**src/rtl/ame_div_pkg.sv**
```systemverilog
// Shared types and constants for the affine-ME signed fixed-point divider.
package ame_div_pkg;

    typedef enum logic [1:0] {
        ST_IDLE = 2'd0,
        ST_CALC = 2'd1,
        ST_DONE = 2'd2
    } div_state_e;

    // Saturation constants are built at this width and then cut down to the data width.
    localparam int CONST_BITS = 128;

    function automatic int div_width(input int data_bits, input int frac_bits);
        return data_bits + frac_bits;
    endfunction

    function automatic logic [CONST_BITS-1:0] sat_max(input int data_bits);
        return (CONST_BITS'(1) << (data_bits - 1)) - CONST_BITS'(1);
    endfunction

    function automatic logic [CONST_BITS-1:0] sat_min(input int data_bits);
        return CONST_BITS'(1) << (data_bits - 1);
    endfunction

endpackage

```
**src/rtl/ame_div_sat.sv**
```systemverilog
// Applies the quotient sign to the W-bit magnitude and clamps it to the signed output range.
module ame_div_sat
    import ame_div_pkg::*;
#(
    parameter int COMP_DATA_BITS = 64,
    parameter int W              = 80
) (
    input  logic [W-1:0]              mag_i,
    input  logic                      neg_i,
    output logic [COMP_DATA_BITS-1:0] data_o,
    output logic                      sat_o
);

    localparam logic [COMP_DATA_BITS-1:0] MAX_VAL  = COMP_DATA_BITS'(sat_max(COMP_DATA_BITS));
    localparam logic [COMP_DATA_BITS-1:0] MIN_VAL  = COMP_DATA_BITS'(sat_min(COMP_DATA_BITS));
    localparam logic [W-1:0]              HALF_MAG = W'(1) << (COMP_DATA_BITS - 1);

    logic [COMP_DATA_BITS-1:0] mag_lo;

    assign mag_lo = mag_i[COMP_DATA_BITS-1:0];

    // A negative magnitude of exactly 2^(N-1) is MIN itself, so it does not count as a clamp.
    always_comb begin
        // NOTE: defaults first so every path assigns both outputs and no latch is inferred.
        data_o = '0;
        sat_o  = 1'b0;
        if (neg_i) begin
            if (mag_i > HALF_MAG) begin
                data_o = MIN_VAL;
                sat_o  = 1'b1;
            end else begin
                data_o = ~mag_lo + COMP_DATA_BITS'(1);
            end
        end else begin
            if (mag_i >= HALF_MAG) begin
                data_o = MAX_VAL;
                sat_o  = 1'b1;
            end else begin
                data_o = mag_lo;
            end
        end
    end

endmodule

```
**src/rtl/ame_div_compute.sv**
```systemverilog
// Restoring signed fixed-point divider: quotient = (num << FRAC_BITS) / den, one bit per clock.
module ame_div_compute
    import ame_div_pkg::*;
#(
    parameter int COMP_DATA_BITS = 64,
    parameter int FRAC_BITS      = 16
) (
    input  logic                      clk_i,
    input  logic                      rst_n_i,
    input  logic                      comp_init_i,
    input  logic [COMP_DATA_BITS-1:0] comp_num_i,
    input  logic [COMP_DATA_BITS-1:0] comp_den_i,
    output logic                      comp_busy_o,
    output logic                      comp_done_o,
    output logic [COMP_DATA_BITS-1:0] comp_data_o,
    output logic                      comp_dz_o,
    output logic                      comp_sat_o
);

    localparam int W        = div_width(COMP_DATA_BITS, FRAC_BITS);
    localparam int CNT_BITS = $clog2(W);
    localparam int MSB      = COMP_DATA_BITS - 1;

    localparam logic [CNT_BITS-1:0]       CNT_LAST = CNT_BITS'(W - 1);
    localparam logic [COMP_DATA_BITS-1:0] MAX_VAL  = COMP_DATA_BITS'(sat_max(COMP_DATA_BITS));
    localparam logic [COMP_DATA_BITS-1:0] MIN_VAL  = COMP_DATA_BITS'(sat_min(COMP_DATA_BITS));

    div_state_e                state_q;
    logic [W-1:0]              dividend_q;
    logic [COMP_DATA_BITS-1:0] divisor_q;
    logic [COMP_DATA_BITS-1:0] rem_q;
    logic [CNT_BITS-1:0]       cnt_q;
    logic                      sign_q;
    logic                      dz_sel_q;
    logic                      busy_q;
    logic                      done_q;
    logic [COMP_DATA_BITS-1:0] data_q;
    logic                      dz_q;
    logic                      sat_q;

    logic [COMP_DATA_BITS-1:0] num_mag;
    logic [COMP_DATA_BITS-1:0] den_mag;
    logic                      den_zero;
    logic [COMP_DATA_BITS:0]   rem_shift;
    logic                      rem_ge;
    logic [COMP_DATA_BITS-1:0] rem_d;
    logic [W-1:0]              dividend_d;
    logic [COMP_DATA_BITS-1:0] sat_data;
    logic                      sat_flag;
    logic [COMP_DATA_BITS-1:0] res_data;
    logic                      res_sat;

    // Magnitudes are unsigned, so |MIN| = 2^(N-1) fits without overflow.
    assign num_mag  = comp_num_i[MSB] ? (~comp_num_i + COMP_DATA_BITS'(1)) : comp_num_i;
    assign den_mag  = comp_den_i[MSB] ? (~comp_den_i + COMP_DATA_BITS'(1)) : comp_den_i;
    assign den_zero = (comp_den_i == '0);

    // The remainder stays below the divisor, so N bits hold it between steps; the shifted
    // trial value needs one more.
    assign rem_shift = {rem_q, dividend_q[W-1]};
    assign rem_ge    = (rem_shift >= {1'b0, divisor_q});
    assign rem_d     = rem_ge ? COMP_DATA_BITS'(rem_shift - {1'b0, divisor_q})
                              : COMP_DATA_BITS'(rem_shift);

    // Quotient bits enter the dividend LSB as its MSBs leave, so after W steps the dividend
    // register holds the quotient magnitude.
    assign dividend_d = {dividend_q[W-2:0], rem_ge};

    ame_div_sat #(
        .COMP_DATA_BITS (COMP_DATA_BITS),
        .W              (W)
    ) u_sat (
        .mag_i  (dividend_q),
        .neg_i  (sign_q),
        .data_o (sat_data),
        .sat_o  (sat_flag)
    );

    // On the divide-by-zero path the dividend still holds |num| << FRAC_BITS and the sign is
    // the numerator's, which is all the dz result needs.
    always_comb begin
        res_data = sat_data;
        res_sat  = sat_flag;
        if (dz_sel_q) begin
            res_sat = 1'b0;
            if (dividend_q == '0) begin
                res_data = '0;
            end else begin
                res_data = sign_q ? MIN_VAL : MAX_VAL;
            end
        end
    end

    // NOTE: state and outputs update with non-blocking assignments; the async reset clears
    // every register, so an aborted operation leaves nothing behind.
    always_ff @(posedge clk_i or negedge rst_n_i) begin
        if (!rst_n_i) begin
            state_q    <= ST_IDLE;
            dividend_q <= '0;
            divisor_q  <= '0;
            rem_q      <= '0;
            cnt_q      <= '0;
            sign_q     <= 1'b0;
            dz_sel_q   <= 1'b0;
            busy_q     <= 1'b0;
            done_q     <= 1'b0;
            data_q     <= '0;
            dz_q       <= 1'b0;
            sat_q      <= 1'b0;
        end else begin
            done_q <= 1'b0;
            data_q <= '0;
            dz_q   <= 1'b0;
            sat_q  <= 1'b0;
            case (state_q)
                ST_IDLE: begin
                    if (comp_init_i) begin
                        dividend_q <= W'(num_mag) << FRAC_BITS;
                        divisor_q  <= den_mag;
                        sign_q     <= comp_num_i[MSB] ^ comp_den_i[MSB];
                        rem_q      <= '0;
                        cnt_q      <= '0;
                        dz_sel_q   <= den_zero;
                        busy_q     <= 1'b1;
                        state_q    <= den_zero ? ST_DONE : ST_CALC;
                    end
                end
                ST_CALC: begin
                    rem_q      <= rem_d;
                    dividend_q <= dividend_d;
                    if (cnt_q == CNT_LAST) begin
                        state_q <= ST_DONE;
                    end else begin
                        cnt_q <= cnt_q + CNT_BITS'(1);
                    end
                end
                ST_DONE: begin
                    busy_q  <= 1'b0;
                    done_q  <= 1'b1;
                    data_q  <= res_data;
                    dz_q    <= dz_sel_q;
                    sat_q   <= res_sat;
                    state_q <= ST_IDLE;
                end
                default: begin
                    state_q <= ST_IDLE;
                end
            endcase
        end
    end

    assign comp_busy_o = busy_q;
    assign comp_done_o = done_q;
    assign comp_data_o = data_q;
    assign comp_dz_o   = dz_q;
    assign comp_sat_o  = sat_q;

endmodule

```
**config.mk**
```make
export PLATFORM = sky130hd
export DESIGN_NAME = ame_div_compute
export DESIGN_NICKNAME = d
export VERILOG_FILES = /design/src/rtl/ame_div_pkg.sv /design/src/rtl/ame_div_sat.sv /design/src/rtl/ame_div_compute.sv
export SDC_FILE = /design/constraint.sdc
export NUM_CORES = 1
export LEC_CHECK = 0
export ABC_AREA = 1
export CAP_MARGIN = 20
export CORE_MARGIN = 3
export CORE_UTILIZATION = 25
export CTS_BUF_LIST = sky130_fd_sc_hd__clkbuf_16
export CTS_CLUSTER_DIAMETER = 40
export CTS_CLUSTER_SIZE = 30
export DETAILED_ROUTE_END_ITERATION = 8
export GPL_ROUTABILITY_DRIVEN = 0
export HOLD_SLACK_MARGIN = 0.03
export PLACE_DENSITY_LB_ADDON = 0.1
export SLEW_MARGIN = 40
export SYNTH_ARGS = -nofsm -noshare
export SYNTH_HDL_FRONTEND = slang
export SYNTH_HIERARCHICAL = 1
export SYNTH_SLANG_ARGS = --single-unit
```
**constraint.sdc**
```tcl
create_clock -name clk_i -period 2.5 [get_ports clk_i]
set_input_delay 0.75 -clock clk_i [delete_from_list [all_inputs] [get_ports clk_i]]
set_output_delay 0.75 -clock clk_i [all_outputs]
set_load 0.05 [all_outputs]
```
# == Word level (Yosys, flattened, before mapping) ==
# Cells that the tools add are included.
# totals
ff_bits,287
# op_classes
add_sub_neg,5
order_cmp,3
n_eq_ne,6
n_mux,30
bitwise_logic,4
reduce_logical,10
# op_table
operator,count
64-bit two-way mux,11
64-bit by 1-bit adder with 64-bit output (second input constant),3
64-bit NOT,3
80-bit one-hot mux with 2 select lines,1
64-bit one-hot mux with 2 select lines,1
80-bit by 64-bit greater-or-equal comparator with 1-bit output (second input constant),1
80-bit by 64-bit > comparator with 1-bit output (second input constant),1
80-bit zero test,1
80-bit two-way mux,1
65-bit by 64-bit greater-or-equal comparator with 1-bit output,1
64-bit zero test,1
64-bit subtractor,1
7-bit two-way mux,2
7-bit one-hot mux with 2 select lines,1
1-bit two-way mux,8
2-bit AND reduction,4
7-bit by 1-bit adder with 7-bit output (second input constant),1
7-bit equality test (second input constant),1
2-bit two-way mux,3
2-bit inequality test (second input constant),3
2-bit one-hot mux with 2 select lines,1
2-bit nonzero test,2
3-bit AND reduction,1
2-bit by 1-bit equality test with 1-bit output (second input constant),1
4 further kinds,4

# == Longest topological paths before layout ==
# depth
word_depth,6
ltp_mapped,19
depth_no_buf,18

# == By module ==
# The synthesis kept the hierarchy.
# by_module_without_submodules
module,instances,cells_each,area_each_um2,seq_area_each_um2
ame_div_compute,1,3583,22401.5,7181.9
ame_div_sat,1,694,3582.2,0.0

# == Least setup slack after synthesis ==
# OpenSTA, ideal clock, no wires.
# synth_path
kind,input-to-reg
startpoint,input port comp_den_i[1]
endpoint,register divisor_q[52]
setup_time_ps,130
arrival_time_ps,2150
path_slack_ps,220
path_stages,12
n_path_buf,0
cell_sequence,inv_1 > ha_1 > nand3_1 > nor2_2 > nand3_1 > nand2_1 > nand2_1 > inv_1 > nand4_1 > or2_2 > nand3_1 > o21ai_0
# synth_via
elab_chain_cells,3
# synth_rtl
element,line_no,source
start: declaration,ame_div_compute.sv:12,"input logic [COMP_DATA_BITS-1:0] comp_den_i,"
64-bit NOT,ame_div_compute.sv:55,assign den_mag = comp_den_i[MSB] ? (~comp_den_i + COMP_DATA_BITS'(1)) : comp_den_i;
64-bit by 1-bit adder with 64-bit output,ame_div_compute.sv:55,
64-bit two-way mux,ame_div_compute.sv:55,
end signal: assignment,ame_div_compute.sv:119,divisor_q <= den_mag;
end: declaration,ame_div_compute.sv:30,logic [COMP_DATA_BITS-1:0] divisor_q;
# No other way between the ends.
# A chain may end at the register's enable or synchronous reset.

# == Final worst setup path ==
# layout_path
startpoint,register divisor_q[50]
endpoint,register rem_q[47]
# layout_via
elab_chain_cells,3
# layout_rtl
element,line_no,source
65-bit by 64-bit greater-or-equal comparator with 1-bit output,ame_div_compute.sv:61,"assign rem_ge = (rem_shift >= {1'b0, divisor_q});"
64-bit two-way mux,ame_div_compute.sv:62,"assign rem_d = rem_ge ? COMP_DATA_BITS'(rem_shift - {1'b0, divisor_q})"
64-bit one-hot mux with 2 select lines,ame_div_compute.sv:115,case (state_q)
end signal: assignment,ame_div_compute.sv:129,rem_q <= rem_d;
end: declaration,ame_div_compute.sv:31,logic [COMP_DATA_BITS-1:0] rem_q;
# No other way between the ends.

==> metrics.md <==
| Metric | Value |
|---|---|
| Outcome | finished, violations left |
| Failing checks | negative setup slack |
| Crit path DAT | about 3.2 ns |
| Pint | 0.0104 W |
| M3 GR Usage | 0.0289 |
| Final HPWL DP | 99.4 mm |
| Avg WL per Cell | 18.5 um |
| FF-to-FF End | rem_q[47] |
| Final hold vios | 0 |
| Hold Path Sink | comp_busy_o |
| CTS Buf Count | 60 |
| M2 GR Usage | 0.402 |
| FF+latch count, synth | between 200 and 300 |
| Switching Share | 0.257 |
| WP data required | roughly 3 ns |
| Logic pwr share | 0.087 |
| Unrepaired setup endpoints after global routing | yes |
| Clk_lat worst skew | roughly 0.65 ns |
| Max Freq | ~0.38 GHz |
| Count of cell types in the netlist | 52 |
| CTS tree | done |
| GR Util All Layers | 0.222 |
| Input/output buffers | about 200 |
| H-tree depth | 2 |
| Crit path max fanout | 7 |
| Yosys warning count | 6 |
| DRT Wirelength | ~120 mm |
| Initial antenna violation count | 5 |
| Tcrit/Tclk final | 1.05 |
| Initial DRT Pass Iterations | 5 |
| Clock slew at reported path FFs | around 0.050 ns |
| Leak Pwr | 19.8 nW |
| Hold path startpoint | comp_busy_o |
| R2R setup slack | -0.14 ns |
| Post-Synth Simple-Gate Area | 0.425 |
| Clk pwr share | 0.581 |
| Peak supply drop | 0.519 mV |
| DRC viols | 0 |
| Met1 GRT Util | 0.272 |
| Hold Path Class | reg2reg |
| Root buffer cell | clkbuf_16 |
| Kind of critical path | reg2reg |
| P per Cell Area | 365 nW/um^2 |
| Reg2reg start | divisor_q[50] |
| Clk_skew | about 0.032 ns |
| Register area share after synthesis | 0.276 |
| Slew @ Worst Pin | around 0.67 ns |
| DR vias/cell | roughly 4.5 |
| Floorplan row count | 117 |
| Final core utilization | 0.376 |
| Drt initial violations | around 1900 |
| Die width | 328 um |
| Synth Area in Adders | 0.0335 |
| Total grt overflow | 0 |
| Layout cell share with drive strength beyond 1 | 0.225 |
| Largest net degree at the start of global routing | 100 |
| Final worst setup slack | -0.136 ns |
| Vias in the first global route | slightly below 30000 |
| Final Total Pwr | ~0.014 W |
| DR vias | ~30000 |
| First-pass GRT wire length | between 150 and 200 mm |
| CP Launch Type | flop |
| Post-synthesis mux area share | 0 |
| Flop pwr share | 0.332 |
| Synthesized cell area | between 20000 and 30000 um^2 |
| # fillers | 11400 |
| Die height | between 300 and 400 um |
| # IOs | 199 |
| Initial Utilization | 0.254 |
| GRT Max-Usage Layer | met2 |
| Final period demand of the worst path | roughly 2.6 ns |
| CP endpoint kind | flop |
| Xor-xnor portion of the synthesized cell area | 0.0438 |
| Final setup viols | 60 |
| Post-Syn Instances | approximately 4300 |
| Worst hold path depth | 2 |
| Max-cap violations | 0 |
| FF-to-FF path depth | 17 |
| Final ANT Viol Nets | 0 |
| Die ar. | approximately 110000 um^2 |
| Core area | about 100000 um^2 |
| Compound-gate portion of the synthesized area | 0.103 |
| Synth-to-Final Area Change | 48.2% |
| Nets | about 5400 |
| Avg Cell Area, Syn | 6.08 um^2 |
| Final Max Slew Viols | 0 |
| Largest family of logic cells by synthesized area | simple AND/OR/NAND/NOR gates |
| P_sw | around 0.0036 W |
| Mapped Nets | roughly 4500 |
| Clock sink total | 287 |
| CTS Buffer Depth | 3 |
| Slew margin rel. | 0.553 |
-- cell usage after synthesis, drive strengths merged --
cell	instances	share of area
o32ai	1	0.00034
fa	1	0.00077
a22oi	58	0.017
xnor2	42	0.014
o221ai	1	0.00034
nor2	613	0.094
inv	648	0.094
a21oi	92	0.018
dfrtp	287	0.28
nor3	42	0.0087
a31oi	8	0.0019
or2	9	0.0022
o21ai	182	0.035
a221oi	1	0.00034
o22ai	20	0.0048
nor3b	2	0.00058
o21bai	37	0.022
nand3	294	0.060
nor4	26	0.0063
o31ai	2	0.00058
nand2	1493	0.22
clkinv	2	0.00029
clkbuf	71	0.010
nand4	59	0.014
o211ai	6	0.0017
nand3b	62	0.018
o21a	2	0.00058
xor2	88	0.030
buf	51	0.014
and3	2	0.00048
ha	68	0.033
and2	7	0.0017
-- placed cells by master, fill, tap and decap left out, types with 52 or more instances in the layout --
master           netlist  layout
nand2_1             1471    1419
buf_4                  5     727
inv_1                639     625
nor2_1               574     558
dfrtp_1              287     281
nand3_1              280     249
o21ai_0              174     171
clkdlybuf4s50_1        0     127
a21oi_1               92      88
xor2_1                88      88
dlygate4sd2_1          0      68
clkbuf_16              0      65
nand3b_1              62      62
nand4_1               59      59
a22oi_1               58      58
nand2_2               17      52
-- flip-flops by register name, indices dropped and copies added (netlist names), 2 cells and up --
signal and flops:
cnt_q 7, comp_data_o 64, dividend_q 80, divisor_q 64, rem_q 64, state_q 2
-- cell type report --
class	count	area [um^2]	area share
flip-flops and latches	287	7190	0.187
clock buffers	61	1530	0.0397
clock inverters	52	523	0.0136
inverters	650	2450	0.0636
well taps	1368	1710	0.0445
diodes	3	7.51	0.000195
multi-input cells	3221	16600	0.431
repair buffers	985	8500	0.221
-- power by group through the flow --
stage | clock network [W] | registers (W) | logic [W]
after detailed placement | 0 | 0.00473 | 0.00124
after CTS | 0.00838 | 0.00465 | 0.00125
after global placement | 0 | 0.00473 | 0.00125
after floorplan | 0 | 0.00473 | 0.000345
after global routing | 0.00859 | 0.00465 | 0.00135
final | 0.00815 | 0.00465 | 0.00123
-- worst max-delay path, stage by stage (launching register included) --
cell and delay [ns]:
dfrtp_1 0.36, clkinvlp_4 0.22, ha_4 0.36, nand2_4 0.05, nor2_4 0.09, inv_2 0.05, nor2_4 0.09, buf_12 0.12
nand4_1 0.09, buf_4 0.17, nor3_4 0.18, nor2_4 0.09, nand2_8 0.15, buf_12 0.16, buf_12 0.13, nand2_4 0.06
nand3_2 0.06, nand2_1 0.05
-- what timing repair did --
| action | CTS | global route |
|---|---|---|
| hold buffers | 1 | 0 |
| endpoints found under the hold margin | 24 | 0 |
| cloned | 7 | 6 |
| endpoints found under the setup margin | 133 | 134 |
| pin swaps | 22 | 45 |
| resized for setup | 145 | 147 |
| setup buffers | 8 | 11 |
-- how the worst max path moves through the flow --
| stage | startpoint | to | slack (ns) |
|---|---|---|---|
| finish | divisor_q[50] | rem_q[47] | -0.14 |
| global route | divisor_q[50] | rem_q[62] | -0.22 |
| CTS | divisor_q[50] | rem_q[14] | -0.13 |
| detailed placement | comp_den_i[3] | divisor_q[51] | -0.65 |
| global placement | comp_den_i[3] | divisor_q[51] | -0.64 |
| floorplan | comp_den_i[1] | divisor_q[52] | 0.22 |
-- through the flow --
step	cell area [um^2]	instances	setup slack (ns)	hold slack, ns	setup TNS [ns]
floorplan	26000	4277	0.220	0.435	0
global placement	35200	6480	-0.642	0.470	-51.21
detailed placement	35200	6480	-0.646	0.470	-51.86
CTS	37700	6609	-0.134	0.479	-4.00
global route	38500	6624	-0.224	0.507	-10.56
finish	38500	6627	-0.136	0.468	-4.25
-- metal layers --
layer | share of wire | vias to the layer above
met5 | 0.00011 | -
met4 | 0.030 | 2
met3 | 0.041 | 166
met2 | 0.50 | 631
met1 | 0.43 | 13900
li1 | - | 15300
-- cells by family (layout without fill, tap and decap cells) --
logic type,after synthesis,after routing
DFF,287,287
other,0,3
AOI/OAI and AO/OA,410,410
xor gates and xnor gates,130,130
adders and majority gates,69,69
and+or+nand+nor,2609,2612
buffers and inverters,772,1748
(Power assumes the default switching activity.)
